--- src/rtl/iob_pkg.sv ---
// iob_pkg: shared types and defaults for IO register bus initiators.
package iob_pkg;
  localparam int ADDR_W_DEF = 8;
  localparam int DATA_W_DEF = 32;
  typedef enum logic [1:0] {IDLE, REQ, RESP} iob_state_t;
  typedef struct packed {
    logic                  we;
    logic [ADDR_W_DEF-1:0] addr;
    logic [DATA_W_DEF-1:0] wdata;
  } iob_cmd_t;
  function automatic int cnt_w(input int t);
    return t == 0 ? 1 : $clog2(t + 1);
  endfunction
endpackage

--- src/rtl/iob_wait_timer.sv ---
// iob_wait_timer: counts enabled cycles and flags the last allowed one; TIMEOUT=0 never expires.
module iob_wait_timer
  import iob_pkg::*;
#(
  parameter int TIMEOUT = 16
) (
  input  logic clk,
  input  logic rst_n,
  input  logic clear,
  input  logic enable,
  output logic expired
);
  localparam int W = cnt_w(TIMEOUT);
  localparam logic [W-1:0] LAST = W'(TIMEOUT == 0 ? 0 : TIMEOUT - 1);
  logic [W-1:0] cnt;
  assign expired = (TIMEOUT != 0) && enable && cnt == LAST;
  always_ff @(posedge clk or negedge rst_n)
    if (!rst_n) cnt <= '0;
    else if (clear || TIMEOUT == 0) cnt <= '0;
    else if (enable && !expired) cnt <= cnt + W'(1);
endmodule

--- src/rtl/iob_initiator.sv ---
// iob_initiator: single-outstanding stb/we/ack bus initiator with ack timeout,
// command and response exchanged with the client over valid/ready.
module iob_initiator
  import iob_pkg::*;
#(
  parameter int ADDR_W  = ADDR_W_DEF,
  parameter int DATA_W  = DATA_W_DEF,
  parameter int TIMEOUT = 16
) (
  input  logic              clk,
  input  logic              rst_n,
  input  logic              cmd_valid,
  output logic              cmd_ready,
  input  logic              cmd_we,
  input  logic [ADDR_W-1:0] cmd_addr,
  input  logic [DATA_W-1:0] cmd_wdata,
  output logic              rsp_valid,
  input  logic              rsp_ready,
  output logic [DATA_W-1:0] rsp_rdata,
  output logic              rsp_err,
  output logic              stb,
  output logic              we,
  output logic [ADDR_W-1:0] addr,
  output logic [DATA_W-1:0] wdata,
  input  logic [DATA_W-1:0] rdata,
  input  logic              ack
);
  iob_state_t state, state_next;
  logic expired, done;
  iob_wait_timer #(.TIMEOUT(TIMEOUT)) u_timer (
    .clk,
    .rst_n,
    .clear  (state != REQ),
    .enable (state == REQ && !ack),
    .expired
  );
  assign cmd_ready = state == IDLE;
  assign done = state == REQ && (ack || expired);
  always_comb begin
    state_next = state;
    unique case (state)
      IDLE:    state_next = cmd_valid ? REQ : IDLE;
      REQ:     state_next = done ? RESP : REQ;
      RESP:    state_next = rsp_ready ? IDLE : RESP;
      default: state_next = IDLE;
    endcase
  end
  // The bus registers double as the command capture; they return to 0 whenever stb drops.
  always_ff @(posedge clk or negedge rst_n)
    if (!rst_n) begin
      state     <= IDLE;
      stb       <= 1'b0;
      we        <= 1'b0;
      addr      <= '0;
      wdata     <= '0;
      rsp_valid <= 1'b0;
      rsp_rdata <= '0;
      rsp_err   <= 1'b0;
    end else begin
      state     <= state_next;
      rsp_valid <= state_next == RESP;
      if (state == IDLE && cmd_valid) begin
        stb   <= 1'b1;
        we    <= cmd_we;
        addr  <= cmd_addr;
        wdata <= cmd_wdata;
      end
      if (done) begin
        stb       <= 1'b0;
        we        <= 1'b0;
        addr      <= '0;
        wdata     <= '0;
        rsp_rdata <= (ack && !we) ? rdata : '0;
        rsp_err   <= !ack;
      end
      if (state == RESP && rsp_ready) begin
        rsp_rdata <= '0;
        rsp_err   <= 1'b0;
      end
    end
endmodule

--- config.mk ---
export PLATFORM = sky130hd
export DESIGN_NAME = iob_initiator
export DESIGN_NICKNAME = d
export VERILOG_FILES = /design/src/rtl/iob_pkg.sv /design/src/rtl/iob_wait_timer.sv /design/src/rtl/iob_initiator.sv
export SDC_FILE = /design/constraint.sdc
export NUM_CORES = 1
export LEC_CHECK = 0
export ABC_AREA = 0
export CORE_ASPECT_RATIO = 1.5
export CORE_MARGIN = 2
export CORE_UTILIZATION = 41
export CTS_CLUSTER_DIAMETER = 30
export DETAILED_ROUTE_END_ITERATION = 10
export PLACE_DENSITY_LB_ADDON = 0.25
export RECOVER_POWER = 50
export SLEW_MARGIN = 10
export SYNTH_ARGS = -nofsm -noshare
export SYNTH_HDL_FRONTEND = slang
export SYNTH_SLANG_ARGS = --single-unit
--- constraint.sdc ---
create_clock -name clk -period 2.35 [get_ports clk]
set_input_delay 0.47 -clock clk [delete_from_list [all_inputs] [get_ports clk]]
set_output_delay 0.47 -clock clk [all_outputs]
set_load 0.05 [all_outputs]
==> results of run 1 <==
[cells in the final DEF, fill, tap and decap left out]
master           instances
o22ai_1                  2
nand3b_2                 1
nor3b_1                  1
xnor2_1                  2
a221oi_1                 1
and2_1                   1
clkdlybuf4s50_1        127
nand4_1                 10
buf_4                    8
clkbuf_16                9
a211oi_1                 1
nor2_1                   6
inv_1                    2
nand2b_1                 3
dfrtp_1                 83
clkbuf_1                 3
o21ai_1                 11
or2_1                    1
clkbuf_2                 1
or3_1                    1
clkinvlp_4               2
bufinv_16                3
clkinv_4                 1
nand2_1                  3
a21oi_1                 14
and3_1                   1
o211ai_1                 9
dlygate4sd3_1           25
a21oi_2                  1
and3b_1                  1
nor2_2                   1
o21ai_0                 12
nand3_1                 10
ha_1                     2
a211o_4                  1
a22o_1                  54
buf_12                   1
nor2b_1                  2
[state kept, by name, indices dropped and copies added, names as in the netlist]
signal       count
stb              1
rsp_valid        1
state            2
u_timer.cnt      5
rsp_rdata       32
addr             8
wdata           32
we               1
rsp_err          1
[layer usage]
metal	vias up	share of wire
li1	1285	-
met1	1340	0.42
met2	114	0.49
met3	14	0.060
met4	0	0.023
met5	-	0
[cell type report]
class | instances | area, um2 | area share
clock inverter | 6 | 114 | 0.0218
clock buffer | 10 | 229 | 0.0438
inverter | 2 | 7.51 | 0.00143
multi-input combinational | 152 | 1060 | 0.203
timing repair buffer | 164 | 1610 | 0.308
sequential | 83 | 2080 | 0.397
tap | 105 | 131 | 0.0251
[worst paths after layout]
path / from / end
setup / recovery: we$_DFFE_PN0P_ / we
min in group clk: wdata[0]$_DFFE_PN0P_ / wdata[0]$_DFFE_PN0P_
max in group asynchronous: rst_n / rsp_rdata[30]$_DFFE_PN0P_
hold / removal: rst_n / rsp_rdata[6]$_DFFE_PN0P_
setup reg to reg: u_timer.cnt[0]$_DFFE_PN0P_ / rsp_rdata[13]$_DFFE_PN0P_
hold reg to reg: wdata[0]$_DFFE_PN0P_ / wdata[0]$_DFFE_PN0P_
[kinds of logic (layout without fill, tap and decap cells)]
kind of cell    count (synthesis)  count (layout)  synth area share
compound gates                106             106             0.237
fa+ha+maj                       2               2           0.00759
flops                          83              83             0.630
simple gates                   42              42            0.0725
buf+inv                        26             182            0.0471
xor+xnor                        2               2           0.00532
[where the power goes]
part           switching, mW  internal, mW  total [mW]  leakage, nW
Sequential             0.340          1.96        2.30         1.08
Clock                  0.548          1.04        1.59        0.159
Combinational           2.75          1.40        4.15         1.06
[synth_stat cells (2+ instances only)]
cell and number:
nor2b_1 2, nand3_1 10, a22o_1 54, nand4_1 10, nor2_1 5, o21ai_0 8, o21ai_1 15, nand2_1 3
ha_1 2, o211ai_1 9, buf_4 2, buf_6 4, xnor2_1 2, clkbuf_1 2, o22ai_1 2, a21oi_1 14
nand2b_1 3, inv_1 2, nor2_2 2, buf_2 16, dfrtp_1 83
==> flow_metrics.env, run 1 <==
export IMPL_fp_coreArea_um2=7910
export IMPL_syn_avg_cell_area_um2=12.6
export IMPL_peakVddDrop_mv=0.828
export IMPL_period_needed_ns=2.04
export IMPL_syn_area_um2=3290
export IMPL_clock_skew_ns=0.0108
export IMPL_cts_sinks=83
export IMPL_p_per_area_nw_per_um2=1540
export IMPL_rsz0062_at_grt="false"
export IMPL_worstMarginPinSlew_ns=1.02
export IMPL_synth_area_leaders="dfrtp_1, a22o_1, buf_2"
export IMPL_synth_distinct_cells=32
export IMPL_async_reset_ff_frac=1.00
export IMPL_r2r_slack_ns=0.38
export IMPL_end_kind="primary output"
export IMPL_setup_slack_ns=0.306
export IMPL_worst_path_buf_inv=1
export IMPL_worstRegToRegCells=7
export IMPL_power_mw=8.05
export IMPL_via_count=2753
export IMPL_drv_cap=0
export IMPL_cts_tree="built"
export IMPL_ys_flop_type="dfrtp_1"
export IMPL_n_antenna_cell=0
export IMPL_post_route_drc_count=0
export IMPL_dieHeight_um=114
export IMPL_crit_family="buffers and inverters"
export IMPL_syn_inst=261
export IMPL_post_cts_setup_buffer_count=0
export IMPL_met2_usage=0.324
export IMPL_slew_violations=0
export IMPL_nets=492
export IMPL_final_hold_viol_count=0
export IMPL_yosys_area_top_type="dfrtp_1"
export IMPL_hpwl_um=5910
export IMPL_die_area_um2=8780
export IMPL_routedWlPerCell_um=16.7
export IMPL_vias_per_cell=5.27
export IMPL_gr_total_overflow=0
export IMPL_num_io_pins=155
export IMPL_start_util=0.417
export IMPL_worstPathRequired_ns=1.88
export IMPL_ys_warn_count=0
export IMPL_cts_resized_gates=0
export IMPL_ctsRootBufferMaster="clkbuf_16"
export IMPL_grt_use_total=0.203
export IMPL_grt_first_pass_wirelength_um=14000
export IMPL_synth_edff_count=0
export IMPL_dpl_cell_area_um2=4900
export IMPL_setup_violations=0
export IMPL_min_path_type="in2async"
export IMPL_synth_top_area_share=0.630
export IMPL_gp_congestion=0.740
export IMPL_met3_usage=0.0522
export IMPL_drive_gt1_frac=0.0695
export IMPL_hold_buffers=0
export IMPL_max_slew_margin=0.322
export IMPL_fmax_mhz=489
export IMPL_cts_max_path_buffers=2
export IMPL_clk_latency_ns=0.33
export IMPL_cts_made_buffers=9
export IMPL_die_x_um=77.2
export IMPL_fin_util=0.662
export IMPL_critical_path_class="reg2out"
export IMPL_slowest_stage="clkdlybuf4s50_1"
export IMPL_num_rows=40
export IMPL_syn2layout_area_growth_pct=58.8
export IMPL_crit_cells=1
export IMPL_ys_seq_area_frac=0.630
export IMPL_layoutNonFillerInstCount=522
export IMPL_syn_nets=341
export IMPL_holdWs_ns=0.310
export IMPL_post_route_period_util=0.870
export IMPL_status="complete, no violations"
export IMPL_dp_cells=506
export IMPL_grt_busiest_layer="met2"
export IMPL_crit_fanout=3
export IMPL_port_buffers=154
export IMPL_grt_max_degree=44
export IMPL_fin_area_um2=5230
export IMPL_cp_arrival_ns=1.57
export IMPL_cp_slowest_stage_delay_ns=0.85
export IMPL_start_kind="register"
export IMPL_use_met1=0.258
export IMPL_grt_pass1_vias=2806
export IMPL_clkTransAtPathRegs_ns=0.06
export IMPL_ys_ff_latch=83
export IMPL_drtPass1Iterations=4
export IMPL_tns_ns=0
export IMPL_dp_slack_ns=0.314
export IMPL_routed_wl_um=8690
export IMPL_fillers=642
export IMPL_antenna_found_initial=0
export IMPL_drt_iter0_markers=192
export IMPL_crit_path_cell_trace="clkdlybuf4s50_1"
export IMPL_power_leakage_nw=2.30
export IMPL_cts_htree_levels=3
export IMPL_ant_nets=0
Power figures use the tool's default switching activity.
==> run 2, diff against run 1 <==
--- a/config.mk
+++ b/config.mk
@@ -17,3 +17,4 @@
 export SYNTH_ARGS = -nofsm -noshare
 export SYNTH_HDL_FRONTEND = slang
 export SYNTH_SLANG_ARGS = --single-unit
+export TNS_END_PERCENT = 100
==> results of run 2 <==
Final layout, timing and power as in run 1 (identical DEF).
==> variant 1: new RTL, settings of run 2 <==
Re-encode `iob_state_t` (3 states) as one-hot, 3 bits wide.
--- a/src/rtl/iob_pkg.sv
+++ b/src/rtl/iob_pkg.sv
@@ -3,5 +3,5 @@
   localparam int ADDR_W_DEF = 8;
   localparam int DATA_W_DEF = 32;
-  typedef enum logic [1:0] {IDLE, REQ, RESP} iob_state_t;
+  typedef enum logic [2:0] {IDLE = 3'b001, REQ = 3'b010, RESP = 3'b100} iob_state_t;
   typedef struct packed {
     logic                  we;
Check against the original RTL: same outputs for any inputs over 10 cycles, from zero or initial values and one cycle with rst_n low; not proved beyond that.
==> variant 1 against run 2 <==
- sequential share of layout area is 0.27 points higher
- setup slack worse by 0.042 ns
- global-route usage is 0.65 points lower
- cell area is 0.57% higher
- critical path depth is 1 higher
- combinational power is 8.9% higher
- total power is 3.2% higher
- final cell count is 9.0% higher
- synthesized area is 2.6% higher
- routed wire length is 3.1% lower
- worst hold slack better by 0.018 ns
- non-clock buffer count is 1 lower
- sequential cell count is 1 higher
- critical endpoint is now cmd_ready
- largest cell class unchanged
- highest routed layer unchanged
==> variant 1: results <==
group,metric,value,unit
setup_path,reg2reg_to,"rsp_rdata[24]",
synthesis,ys_seq_area_share,62.2,%
finish,nNetsFinal,539,
setup_path,crit_end,"cmd_ready",
place,gp_congestion,0.786,
global_route,grt_start_max_net_pins,47,
detailed_routing,wl_met1,3380,um
place,dp_slack,0.291,ns
synthesis,synth_area_leaders,"dfrtp_1, nand2_1, a32o_1, o21ai_0, clkbuf_1",
synthesis,synth.distinct_cells,35,
global_route,use_met2,33.7,%
finish,utilization,65.7,%
power,peakVddDrop,0.896,mV
global_route,grt_pass1_vias,2931,
power,p_leak,2.24,nW
synthesis,synthAdderAreaFrac,0.740,%
finish,drive_gt1_share,6.47,%
status,status,"finished, final reports clean",
place,dpl.hpwl,5990,um
finish,fillCellCount,662,
synthesis,synth_compound_area_share,17.1,%
sta,finalCritPeriodShare,88.8,%
detailed_routing,via_per_inst,5.15,
detailed_routing,met3_length,482,um
power,switching_share,47.1,%
setup_path,cp_max_fo,10,
detailed_routing,drtIter0Drc,89,
global_route,gr-usage-met1,24.0,%
place,place_area,0.00500,mm2
detailed_routing,met2_length,4390,um
==> variant 1: worst max-delay path, stage by stage (launching register included) <==
cell and delay, ns:
dfstp_2 0.61, nor3b_1 0.19, clkbuf_1 0.49
==> variant 1: final cells by class <==
cell class,instances,share of cell area [%]
clock inverter,3,0.380
multi-input combinational,199,21.5
timing repair buffer,163,30.4
sequential,84,40.0
inverter,2,0.143
clock buffer,13,5.14
tap,105,2.50
==> variant 1: power by group through the flow <==
stage	clock [mW]	combinational, mW	sequential [mW]
after floorplan	0	0.923	4.52
after global placement	0	4.56	2.46
after detailed placement	0	4.63	2.47
after CTS	1.36	4.63	2.46
after global routing	1.43	4.78	2.54
final	1.33	4.52	2.45
==> variant 1: through the flow <==
stage | hold WS [ns] | cells
after floorplan | 0.174 | 311
after global placement | 0.484 | 553
after detailed placement | 0.506 | 553
after CTS | 0.150 | 569
after global routing | 0.426 | 569
final | 0.328 | 569
==> variant 2: new RTL, flow settings as in run 2 <==
Without the edit above. The package constant `DATA_W_DEF` goes from 32 to 48.
--- a/src/rtl/iob_pkg.sv
+++ b/src/rtl/iob_pkg.sv
@@ -2,5 +2,5 @@
 package iob_pkg;
   localparam int ADDR_W_DEF = 8;
-  localparam int DATA_W_DEF = 32;
+  localparam int DATA_W_DEF = 48;
   typedef enum logic [1:0] {IDLE, REQ, RESP} iob_state_t;
   typedef struct packed {
Ports: changed (resized cmd_wdata, rdata, rsp_rdata and wdata); port bits go from 155 to 219. No check against the original RTL was run, so the function may have changed too.
==> variant 2 against run 2 <==
- routed wire length increased by 56%
- synthesized area is 36% higher
- total power increased by 46%
- sequential share of layout area fell by 0.60 points
- sequential power grew 39%
- cell area up 41%
- setup slack worse by 0.12 ns
- sequential cell count grew 32
- largest cell class unchanged
==> variant 2: results <==
group,metric,value,unit
global_route,grt_use_total,23.8,%
finish,nNetsFinal,679,
synthesis,synthesis.nets,463,
synthesis,synth.distinct_cells,34,
synthesis,synth_common_cells,"dfrtp_1, a22o_1, o21ai_0, a21oi_1, buf_2",
setup_path,reg2reg_to,"rsp_rdata[15]",
synthesis,syn_area_per_cell,12.8,um2
power,peakVddDrop,0.829,mV
clock_network,worstSkewPairLatency,0.41,ns
clock_network,cts.htree.levels,4,
place,dpl.hpwl,9250,um
place,gp_congestion,0.771,
clock_network,cts_made_buffers,17,
sta,slew_headroom,24.9,%
setup_path,r2r_slack,0.26,ns
setup_path,worstPathArrival,1.69,ns
global_route,grt_pass1_vias,4208,
finish,fin_cells,724,
detailed_routing,drtIter0Drc,152,
detailed_routing,num_vias,3888,
finish,reg_top3,"rsp_rdata (48), wdata (48), addr (8)",
synthesis,synth_area_leaders,"dfrtp_1, a22o_1, o21ai_0, a21oi_1, o211ai_1",
sta,hold_slack,0.268,ns
status,status,"finished, final reports clean",
synthesis,ys_seq_area_share,64.2,%
place,dp_cells,692,
global_route,grt_start_max_net_pins,58,
finish,drive_gt1_share,8.79,%
detailed_routing,wirelength,13600,um
## variant 2: stage by stage
step | setup WS, ns | util, %
6_report | 0.189 | 69.5
5_1_grt | 0.126 | 69.5
4_1_cts | 0.138 | 69.8
3_5_place_dp | 0.138 | 64.2
3_3_place_gp | 0.217 | 64.2
2_1_floorplan | 0.442 | -
## variant 2: cell type report
type                    count  area (um2)
repair buffers            233        2300
multi-input cells         198        1410
well taps                 144         180
fillers                   819        3230
flip-flops and latches    115        2880
inverters                   2        7.51
clock buffers              17         425
clock inverters            15         159
## variant 2: kinds of logic after synthesis
| group | share of synthesized area, % |
|---|---|
| fa+ha+maj | 0.558 |
| flops | 64.2 |
| compound gates | 24.0 |
| buf+inv | 4.58 |
| simple gates | 6.31 |
| xor+xnor | 0.391 |
## variant 2: how the worst max path moves through the flow
| stage | start | slack (ns) | endpoint | cells past startpoint |
|---|---|---|---|---|
| 5_1_grt | we | 0.13 | we | 1 |
| 3_5_place_dp | ack | 0.14 | rsp_rdata[46] | 4 |
| 3_3_place_gp | ack | 0.22 | rsp_rdata[40] | 4 |
| 2_1_floorplan | u_timer.cnt[0] | 0.44 | rsp_rdata[16] | 8 |
| 6_report | we | 0.19 | we | 1 |
| 4_1_cts | we | 0.14 | we | 1 |
## variant 2: layer usage
metal / up-vias / wire (um) / GRT usage (%)
met5: - / 0 / 0
met2: 159 / 6940 / 39.1
li1: 1763 / - / -
met3: 29 / 904 / 7.58
met1: 1937 / 5360 / 28.2
met4: 0 / 399 / 10.1
## variant 2: report_power, final
part | leakage, nW | internal (mW) | total (mW) | switching (mW)
Combinational | 1.40 | 2.07 | 6.02 | 3.96
Sequential | 1.50 | 2.73 | 3.20 | 0.467
Clock | 0.268 | 1.56 | 2.52 | 0.956
